File: src/rtl/cam_rgb565_capture_if.sv
// Camera byte bus in, RGB565 pixel stream and frame status out.
// The sensor/bench side drives the camera pins; the capture block drives the rest.
interface cam_rgb565_capture_if;
    logic        vsync;
    logic        href;
    logic [7:0]  cam_data;
    logic [15:0] PIXEL;
    logic        pixel_valid;
    logic [9:0]  x_count;
    logic [9:0]  y_count;
    logic        frame_done;
    logic        frame_err;
    logic        HDMI_EN;

    modport master (
        output vsync, href, cam_data,
        input  PIXEL, pixel_valid, x_count, y_count,
        input  frame_done, frame_err, HDMI_EN
    );

    modport slave (
        input  vsync, href, cam_data,
        output PIXEL, pixel_valid, x_count, y_count,
        output frame_done, frame_err, HDMI_EN
    );
endinterface

File: src/rtl/cam_rgb565_capture.sv
// Camera capture front end: frames vsync/href, pairs bytes into RGB565,
// tracks pixel position, flags frame health and raises the display start enable.
module cam_rgb565_capture #(
    parameter int H_ACTIVE    = 640,
    parameter int V_ACTIVE    = 480,
    parameter int SKIP_FRAMES = 2,
    parameter bit VSYNC_POL   = 1'b1
) (
    input  logic                  clk,
    input  logic                  rst_n,
    input  logic                  capture_en,
    cam_rgb565_capture_if.slave   bus
);

    localparam logic [9:0] H_MAX     = 10'(H_ACTIVE);
    localparam logic [9:0] V_MAX     = 10'(V_ACTIVE);
    localparam logic [7:0] SKIP_LAST = 8'(SKIP_FRAMES - 1);

    typedef enum logic [1:0] {
        IDLE,
        SYNC,
        SKIP,
        CAPTURE
    } state_t;

    state_t     state;
    logic       vs_r;
    logic       href_r;
    logic [7:0] data_r;
    logic       vs_act_d;
    logic       line_d;
    logic [7:0] skip_cnt;
    logic       phase;
    logic [7:0] hi_byte;
    logic [9:0] x_int;
    logic [9:0] y_int;
    logic       err_lat;

    logic       vs_act;
    logic       vs_fall;
    logic       vs_rise;
    logic       line_act;
    logic       line_rise;
    logic       line_fall;
    logic       in_cap;
    logic [9:0] x_eff;
    logic       pix_ok;
    logic       pix_drop;
    logic       fall_bad;
    logic [9:0] y_inc;
    logic [9:0] y_after;
    logic       err_after;
    logic       frame_ok;

    // Register the camera pins once on entry.
    always_ff @(posedge clk) begin
        if (!rst_n) begin
            vs_r   <= 1'b0;
            href_r <= 1'b0;
            data_r <= 8'h00;
        end else begin
            vs_r   <= bus.vsync;
            href_r <= bus.href;
            data_r <= bus.cam_data;
        end
    end

    // Edge detection and per-cycle line/frame bookkeeping decisions.
    always_comb begin
        vs_act    = (vs_r == VSYNC_POL);
        vs_fall   = vs_act_d & ~vs_act;
        vs_rise   = vs_act & ~vs_act_d;
        line_act  = href_r & ~vs_act;
        line_rise = line_act & ~line_d;
        line_fall = line_d & ~line_act;
        in_cap    = (state == CAPTURE);
        x_eff     = line_rise ? 10'd0 : x_int;
        pix_ok    = in_cap & line_act & phase
                  & (x_eff < H_MAX) & (y_int < V_MAX);
        pix_drop  = in_cap & line_act & phase & ~pix_ok;
        fall_bad  = in_cap & line_fall & (phase | (x_int < H_MAX));
        y_inc     = (y_int < V_MAX) ? y_int + 10'd1 : y_int;
        y_after   = (in_cap & line_fall) ? y_inc : y_int;
        err_after = err_lat | fall_bad | pix_drop;
        frame_ok  = (y_after == V_MAX) & ~err_after;
    end

    // Capture FSM with registered pixel, position and frame status outputs.
    always_ff @(posedge clk) begin
        if (!rst_n) begin
            state           <= IDLE;
            vs_act_d        <= 1'b0;
            line_d          <= 1'b0;
            skip_cnt        <= 8'd0;
            phase           <= 1'b0;
            hi_byte         <= 8'h00;
            x_int           <= 10'd0;
            y_int           <= 10'd0;
            err_lat         <= 1'b0;
            bus.PIXEL       <= 16'h0000;
            bus.pixel_valid <= 1'b0;
            bus.x_count     <= 10'd0;
            bus.y_count     <= 10'd0;
            bus.frame_done  <= 1'b0;
            bus.frame_err   <= 1'b0;
            bus.HDMI_EN     <= 1'b0;
        end else begin
            vs_act_d        <= vs_act;
            line_d          <= line_act;
            bus.pixel_valid <= 1'b0;
            bus.frame_done  <= 1'b0;
            bus.frame_err   <= 1'b0;
            unique case (state)
                IDLE: begin
                    if (capture_en) state <= SYNC;
                end
                SYNC: begin
                    if (!capture_en) begin
                        state <= IDLE;
                    end else if (vs_fall) begin
                        skip_cnt <= 8'd0;
                        state    <= (SKIP_FRAMES > 0) ? SKIP : CAPTURE;
                    end
                end
                SKIP: begin
                    if (!capture_en) begin
                        state <= IDLE;
                    end else if (vs_fall) begin
                        if (skip_cnt == SKIP_LAST) state <= CAPTURE;
                        else skip_cnt <= skip_cnt + 8'd1;
                    end
                end
                CAPTURE: begin
                    if (line_rise) x_int <= 10'd0;
                    if (line_act) begin
                        if (!phase) begin
                            hi_byte <= data_r;
                            phase   <= 1'b1;
                        end else begin
                            phase <= 1'b0;
                            if (pix_ok) begin
                                bus.PIXEL       <= {hi_byte, data_r};
                                bus.pixel_valid <= 1'b1;
                                bus.x_count     <= x_eff;
                                bus.y_count     <= y_int;
                                bus.HDMI_EN     <= 1'b1;
                                x_int           <= x_eff + 10'd1;
                            end
                        end
                    end
                    if (line_fall) begin
                        phase <= 1'b0;
                        y_int <= y_inc;
                    end
                    err_lat <= err_after;
                    if (vs_rise) begin
                        bus.frame_done <= frame_ok;
                        bus.frame_err  <= ~frame_ok;
                        y_int          <= 10'd0;
                        err_lat        <= 1'b0;
                        if (!capture_en) state <= IDLE;
                    end
                end
                default: state <= IDLE;
            endcase
        end
    end

endmodule

File: src/flat_wrapper.sv
// flat-port wrapper written by rule: the top's interface ports become plain ports
module cam_rgb565_capture_flat 
#(
    parameter int H_ACTIVE    = 640,
    parameter int V_ACTIVE    = 480,
    parameter int SKIP_FRAMES = 2,
    parameter bit VSYNC_POL   = 1'b1
)
  (clk, rst_n, capture_en, bus_vsync, bus_href, bus_cam_data, bus_PIXEL, bus_pixel_valid, bus_x_count, bus_y_count, bus_frame_done, bus_frame_err, bus_HDMI_EN);
  cam_rgb565_capture_if bus_i ();
  input  logic clk;
  input  logic rst_n;
  input  logic capture_en;
  input wire logic [$bits(bus_i.vsync)-1:0] bus_vsync;
  input wire logic [$bits(bus_i.href)-1:0] bus_href;
  input wire logic [$bits(bus_i.cam_data)-1:0] bus_cam_data;
  output wire logic [$bits(bus_i.PIXEL)-1:0] bus_PIXEL;
  output wire logic [$bits(bus_i.pixel_valid)-1:0] bus_pixel_valid;
  output wire logic [$bits(bus_i.x_count)-1:0] bus_x_count;
  output wire logic [$bits(bus_i.y_count)-1:0] bus_y_count;
  output wire logic [$bits(bus_i.frame_done)-1:0] bus_frame_done;
  output wire logic [$bits(bus_i.frame_err)-1:0] bus_frame_err;
  output wire logic [$bits(bus_i.HDMI_EN)-1:0] bus_HDMI_EN;
  assign bus_i.vsync = bus_vsync;
  assign bus_i.href = bus_href;
  assign bus_i.cam_data = bus_cam_data;
  assign bus_PIXEL = bus_i.PIXEL;
  assign bus_pixel_valid = bus_i.pixel_valid;
  assign bus_x_count = bus_i.x_count;
  assign bus_y_count = bus_i.y_count;
  assign bus_frame_done = bus_i.frame_done;
  assign bus_frame_err = bus_i.frame_err;
  assign bus_HDMI_EN = bus_i.HDMI_EN;
  cam_rgb565_capture #(.H_ACTIVE(H_ACTIVE), .V_ACTIVE(V_ACTIVE), .SKIP_FRAMES(SKIP_FRAMES), .VSYNC_POL(VSYNC_POL)) u_core (.clk(clk), .rst_n(rst_n), .capture_en(capture_en), .bus(bus_i));
endmodule
File: config.mk
export PLATFORM = sky130hd
export DESIGN_NAME = cam_rgb565_capture_flat
export DESIGN_NICKNAME = d
export VERILOG_FILES = /design/src/rtl/cam_rgb565_capture_if.sv /design/src/rtl/cam_rgb565_capture.sv /design/src/flat_wrapper.sv
export SDC_FILE = /design/constraint.sdc
export NUM_CORES = 1
export LEC_CHECK = 0
export ABC_AREA = 1
export BUFFER_PORTS_ARGS = -buffer_cell sky130_fd_sc_hd__clkbuf_2
export CAP_MARGIN = 40
export CORE_ASPECT_RATIO = 0.9
export CORE_MARGIN = 1.5
export CORE_UTILIZATION = 39
export CTS_BUF_LIST = sky130_fd_sc_hd__clkbuf_8
export DETAILED_ROUTE_END_ITERATION = 8
export MAX_ROUTING_LAYER = met4
export PLACE_DENSITY_LB_ADDON = 0.12
export SYNTH_ARGS = -nofsm -noshare
export SYNTH_HDL_FRONTEND = slang
export SYNTH_SLANG_ARGS = --single-unit
File: constraint.sdc
create_clock -name clk -period 2.3 [get_ports clk]
set_input_delay 0.23 -clock clk [delete_from_list [all_inputs] [get_ports clk]]
set_output_delay 0.23 -clock clk [all_outputs]
set_load 0.03 [all_outputs]
Word-level counts from Yosys, hierarchy flattened

Cells that the tools add are included.

Mux-type cells: 28
Eq/ne operators: 16
Reduce and logical (&&, ||, !) cells: 12
Bitwise gates (word level): 24
$lt $le $gt $ge: 3
$add $sub $neg: 3

Operators with widths:

| kind                  | number |
|---|---|
| $mux 10               | 8 |
| $mux 8                | 5 |
| $add 10x1->10 const B | 2 |
| $lt 10x10->1 const B  | 2 |
| $mux 2                | 8 |
| $pmux 8 s2            | 1 |
| $and 1x1->1           | 13 |
| $reduce_and 6->1      | 2 |
| $eq 10x9->1 const B   | 1 |
| $lt 10x9->1 const B   | 1 |
| $ne 2x2->1 const B    | 5 |
| $ne 3x2->1 const B    | 3 |
| $add 8x1->8 const B   | 1 |
| $eq 8x1->1 const B    | 1 |
| $not 1->1             | 8 |
| $pmux 2 s4            | 1 |
| $reduce_and 4->1      | 2 |
| $ne 2x1->1 const B    | 3 |
| $reduce_and 3->1      | 2 |
| $reduce_bool 2->1     | 3 |
| $mux 1                | 5 |
| $eq 2x2->1 const B    | 2 |
| $reduce_and 2->1      | 2 |
| $or 1x1->1            | 3 |
| other kinds (2)       | 2 |

Word-level logic and storage cells: 105
Bits in registers: 92
Bits of input ports: 13

Depth between registers and ports, before layout

Depth after elaboration: 13
Mapped depth: 13
Mapped depth without buffers: 13

Least setup slack after synthesis

No wires, ideal clock.

Kind: register to register
Start point: reg u_core.vs_r, in the netlist u_core.vs_act
End point: reg u_core.x_int[6]
Data required time: 2.172 ns
Clock period less this slack: 1.490 ns
Setup time: 0.128 ns
Stages on the path, launching flop included: 12
Setup slack: 0.810 ns
Path buffers: 1
Data arrival time: 1.363 ns
Cell sequence: dfxtp_1 > inv_2 > nand3_2 > buf_4 > nand2_1 > inv_1 > ha_1 > nand2_1 > nor2_1 > nand3_1 > xnor2_1 > nor2_1

Longest elaborated chain between the ends: 10
Elaborated cells between the ends (all ways): 13
Those cells by class: 1 x add/sub; 1 x order compare; 4 x mux; 7 x bitwise

RTL lines:

| what                      | RTL line                  | text |
|---|---|---|
| from (decl)               | cam_rgb565_capture.sv:27  | `logic vs_r;` |
| from (signal assigned)    | cam_rgb565_capture.sv:62  | `vs_r <= bus.vsync;` |
| $not 1->1 *               | cam_rgb565_capture.sv:73  | `line_act = href_r & ~vs_act;` |
| $and 1x1->1 *             | cam_rgb565_capture.sv:73  |  |
| $and 1x1->1 *             | cam_rgb565_capture.sv:74  | `line_rise = line_act & ~line_d;` |
| $mux 10 *                 | cam_rgb565_capture.sv:77  | `x_eff = line_rise ? 10'd0 : x_int;` |
| named net u_core.x_eff[0] | cam_rgb565_capture.sv:46  | `logic [9:0] x_eff;` |
| $lt 10x10->1              | cam_rgb565_capture.sv:79  | `& (x_eff < H_MAX) & (y_int < V_MAX);` |
| $and 1x1->1 (2 in a row)  | cam_rgb565_capture.sv:79  |  |
| $mux 10 *                 | cam_rgb565_capture.sv:141 | `if (pix_ok) begin` |
| $mux 10 *                 | cam_rgb565_capture.sv:136 | `if (!phase) begin` |
| $mux 10 *                 | cam_rgb565_capture.sv:135 | `if (line_act) begin` |
| to (signal assigned)      | cam_rgb565_capture.sv:147 | `x_int <= x_eff + 10'd1;` |
| to (decl)                 | cam_rgb565_capture.sv:35  | `logic [9:0] x_int;` |

The timed path passes the listed nets; every way through them passes the cells marked *.
A chain may end at the register's enable or synchronous reset.

Worst setup path in the final report

Start point: reg u_core.state[0]
End point: reg u_core.bus.PIXEL[8]

Longest elaborated chain between the ends: 6

RTL lines:

| what                         | RTL line                                            | text |
|---|---|---|
| from (decl)                  | cam_rgb565_capture.sv:26                            | `state_t state;` |
| from (signal assigned)       | cam_rgb565_capture.sv:122                           | `state <= (SKIP_FRAMES > 0) ? SKIP : CAPTURE;` |
| $eq 2x2->1 *                 | cam_rgb565_capture.sv:76, cam_rgb565_capture.sv:113 |  |
| $and 1x1->1 (2 in a row)     | cam_rgb565_capture.sv:78                            | `pix_ok = in_cap & line_act & phase` |
| $and 1x1->1 (2 in a row)     | cam_rgb565_capture.sv:79                            |  |
| $reduce_and 4->1 (no line) * | -                                                   |  |
| to (signal assigned)         | cam_rgb565_capture.sv:142                           | `bus.PIXEL <= {hi_byte, data_r};` |
| to (decl)                    | cam_rgb565_capture_if.sv:23                         | `output PIXEL, pixel_valid, x_count, y_count,` |

Mark *: on every way between the ends. The rest lies on a longest branch, timed or not.

==> impl_metrics.ini <==
[grt]
track_usage = 0.177
use_met1 = 0.238
grt_max_degree = 61
grt_pass1_wl_mm = 14.4
gr-usage-met2 = 0.261
busiest_layer = met2
antenna_found_initial = 0
grtUsageMet3 = 0.0407
overflow = 0
grt_pass1_vias = 3044

[setup_path]
start_kind = flop
slowest_delay_ns = 0.46
crit_path_end_kind = flop
critPathRequiredTime_ns = 2.60
worstPathArrival_ns = 2.34
critPathBufInv = 2
path_class = flop to flop
worstPathMaxFanout = 45
cp_slowest_cell = dfxtp_1
crit_chain = nand2_4, nor2_8, nand2_2, nor2_4, nand2_4, inv_4, buf_4, nor2_1, nor2_1
crit_family = simple AND/OR/NAND/NOR gates

[sta]
rsz0062_at_grt = false
finalCritPeriodShare = 0.886
hold_viol = 0
fin_tns_setup_ns = 0
max_slew_margin = 0.593
finalSetupViolCount = 0
drv_slew = 0
worst_slew_pin_slew_ns = 0.610
fin_skew_ns = 0.0126
finalCriticalPeriod_ns = 2.04
fmax_mhz = 491

[logic_synthesis]
synthArstFlopShare = 0
yosysUniqueCellTypes = 34
synth_top_area_frac = 0.473
yosysWarnings = 0
ys_ff_latch = 92
syn_avg_cell_area_um2 = 7.38
synth.most_common_cell = nor2_1
synthSimpleGateAreaFrac = 0.279
synth.area.mux_share = 0
synthCells = 527
synthesis.nets = 544
synth_top_cells_by_area = dfxtp_1, nor2_1, nand2_1
synth_commonest_cells = nor2_1, nand2_1, dfxtp_1
ys_seq_area_frac = 0.473
synth-edff-count = 0
synth_compound_area_frac = 0.142
synth_top_family_by_area = simple AND/OR/NAND/NOR gates
synthXorXnorAreaFrac = 0.0113
synth_area_leader_cell = dfxtp_1
ys.flop_type = dfxtp_1
synth_fa_ha_area_frac = 0.0129
netlist_area_um2 = 3890

[final_layout]
nets = 595
antenna_cells = 0
layout-drive-gt1-share = 0.163
stdcell_area_um2 = 4440
area_growth_pct = 14.1

[floorplanning]
dieArea_um2 = 10600
die-width_um = 108
start_util = 0.401
ios = 53
fp.dieH_um = 97.7
rows = 34
coreArea_um2 = 9700

[power_and_ir_drop]
ir_drop_uv = 426
cellPowerDensity_nw_per_um2 = 645
cellLeakagePower_nw = 1.95

[clock_network]
clock_latency_ns = 0.37
clock_path_buffers = 2
root_buffer = clkbuf_8
cts_tree = yes
holdBufCountCts = 0
clkSinkCount = 92
clk_pin_slew_worst_paths_ns = 0.10
cts-resized-gates = 0
numCtsBuffers = 9
htreeDepth = 3
post-cts-setup-buffers = 0

[place]
gp_congestion = 0.810
placed_cell_area_um2 = 4260
io_buffers = 52
dp_hpwl_mm = 6.07

[detailed_routing]
viasPerCell = 4.88
antenna_left = 0
drt_wl_total_mm = 8.72
drtPass1Iterations = 4
post_drt_wl_per_cell_um = 12.3
via_count = 3463
drc_errors = 0
drtIter0Drc = 178

[run]
timing.max_cap.violations = 0

[min_path]
hp-class = input port to flop

[run_status]
outcome = complete, no violations
## tightest hold or removal path, stage by stage
cell and delay, ns:
clkbuf_2 0.08, nand2_1 0.04, inv_1 0.04
## cells in the final DEF, fill, tap and decap left out, drive strengths merged, types with 3 or more instances in the layout
| cell | count |
|---|---|
| a211oi | 3 |
| nand2 | 100 |
| nor3 | 9 |
| nand3 | 24 |
| a21oi | 41 |
| nand3b | 3 |
| nor2 | 104 |
| nand4 | 8 |
| o21ai | 50 |
| dfxtp | 92 |
| a31oi | 3 |
| ha | 4 |
| inv | 62 |
| clkbuf | 61 |
| buf | 6 |
| xor2 | 3 |
## cell type report
class	instances	area (um2)
Tap cell	126	158
Multi-Input combinational cell	359	1730
Fill cell	1021	5260
Clock buffer	9	124
Inverter	58	220
Clock inverter	7	56.3
Sequential cell	92	1840
Timing Repair Buffer	58	305
## sequential cells by signal, indices dropped and copies added (netlist names)
name,cells
u_core.line_d,1
u_core.phase,1
u_core.bus.frame_err,1
u_core.err_lat,1
u_core.hi_byte,8
u_core.x_int,10
u_core.bus.x_count,10
u_core.bus.PIXEL,16
u_core.vs_act_d,1
u_core.skip_cnt,8
u_core.bus.pixel_valid,1
u_core.vs_act,1
u_core.bus.frame_done,1
u_core.bus.y_count,10
u_core.state,2
u_core.href_r,1
u_core.bus.HDMI_EN,1
u_core.y_int,10
u_core.data_r,8
## routing by layer
layer,part of all wire,up-vias
met4,0.013,0
met3,0.044,12
li1,-,1800
met5,0,-
met2,0.44,71
met1,0.51,1580
## kinds of logic after synthesis
| group | after synthesis |
|---|---|
| AOI/OAI and AO/OA | 102 |
| xor gates and xnor gates | 5 |
| adders and majority gates | 4 |
| buffers and inverters | 76 |
| DFF | 92 |
| and+or+nand+nor | 248 |
## power by group
part / switching [mW] / total, mW / internal [mW]
clock network: 0.615 / 1.02 / 0.408
registers: 0.0336 / 1.66 / 1.62
logic: 0.122 / 0.181 / 0.0597
## path summary, 6_finish.rpt
kind / from / endpoint / slack, ns / cells after the start
max: u_core.state[0] / u_core.bus.PIXEL[8] / 0.26 / 9
min: bus_cam_data[1] / u_core.data_r[1] / 0.03 / 3
max reg2reg: u_core.state[0] / u_core.bus.PIXEL[8] / 0.26 / 9
min reg2reg: u_core.bus.y_count[9] / u_core.bus.y_count[9] / 0.44 / 2
## stage by stage
| step | hold WS (ns) | util | power (mW) | cells | worst slack [ns] |
|---|---|---|---|---|---|
| floorplan | 0.328 | - | 1.82 | 527 | 0.810 |
| global placement | 0.416 | 0.439 | 1.87 | 693 | 0.376 |
| detailed placement | 0.419 | 0.439 | 1.88 | 693 | 0.293 |
| CTS | 0.0134 | 0.458 | 2.91 | 709 | 0.268 |
| global route | 0.0221 | 0.458 | 3.01 | 709 | 0.0173 |
| finish | 0.0312 | 0.458 | 2.86 | 709 | 0.263 |
No activity file was read; power rests on OpenSTA's default activity.
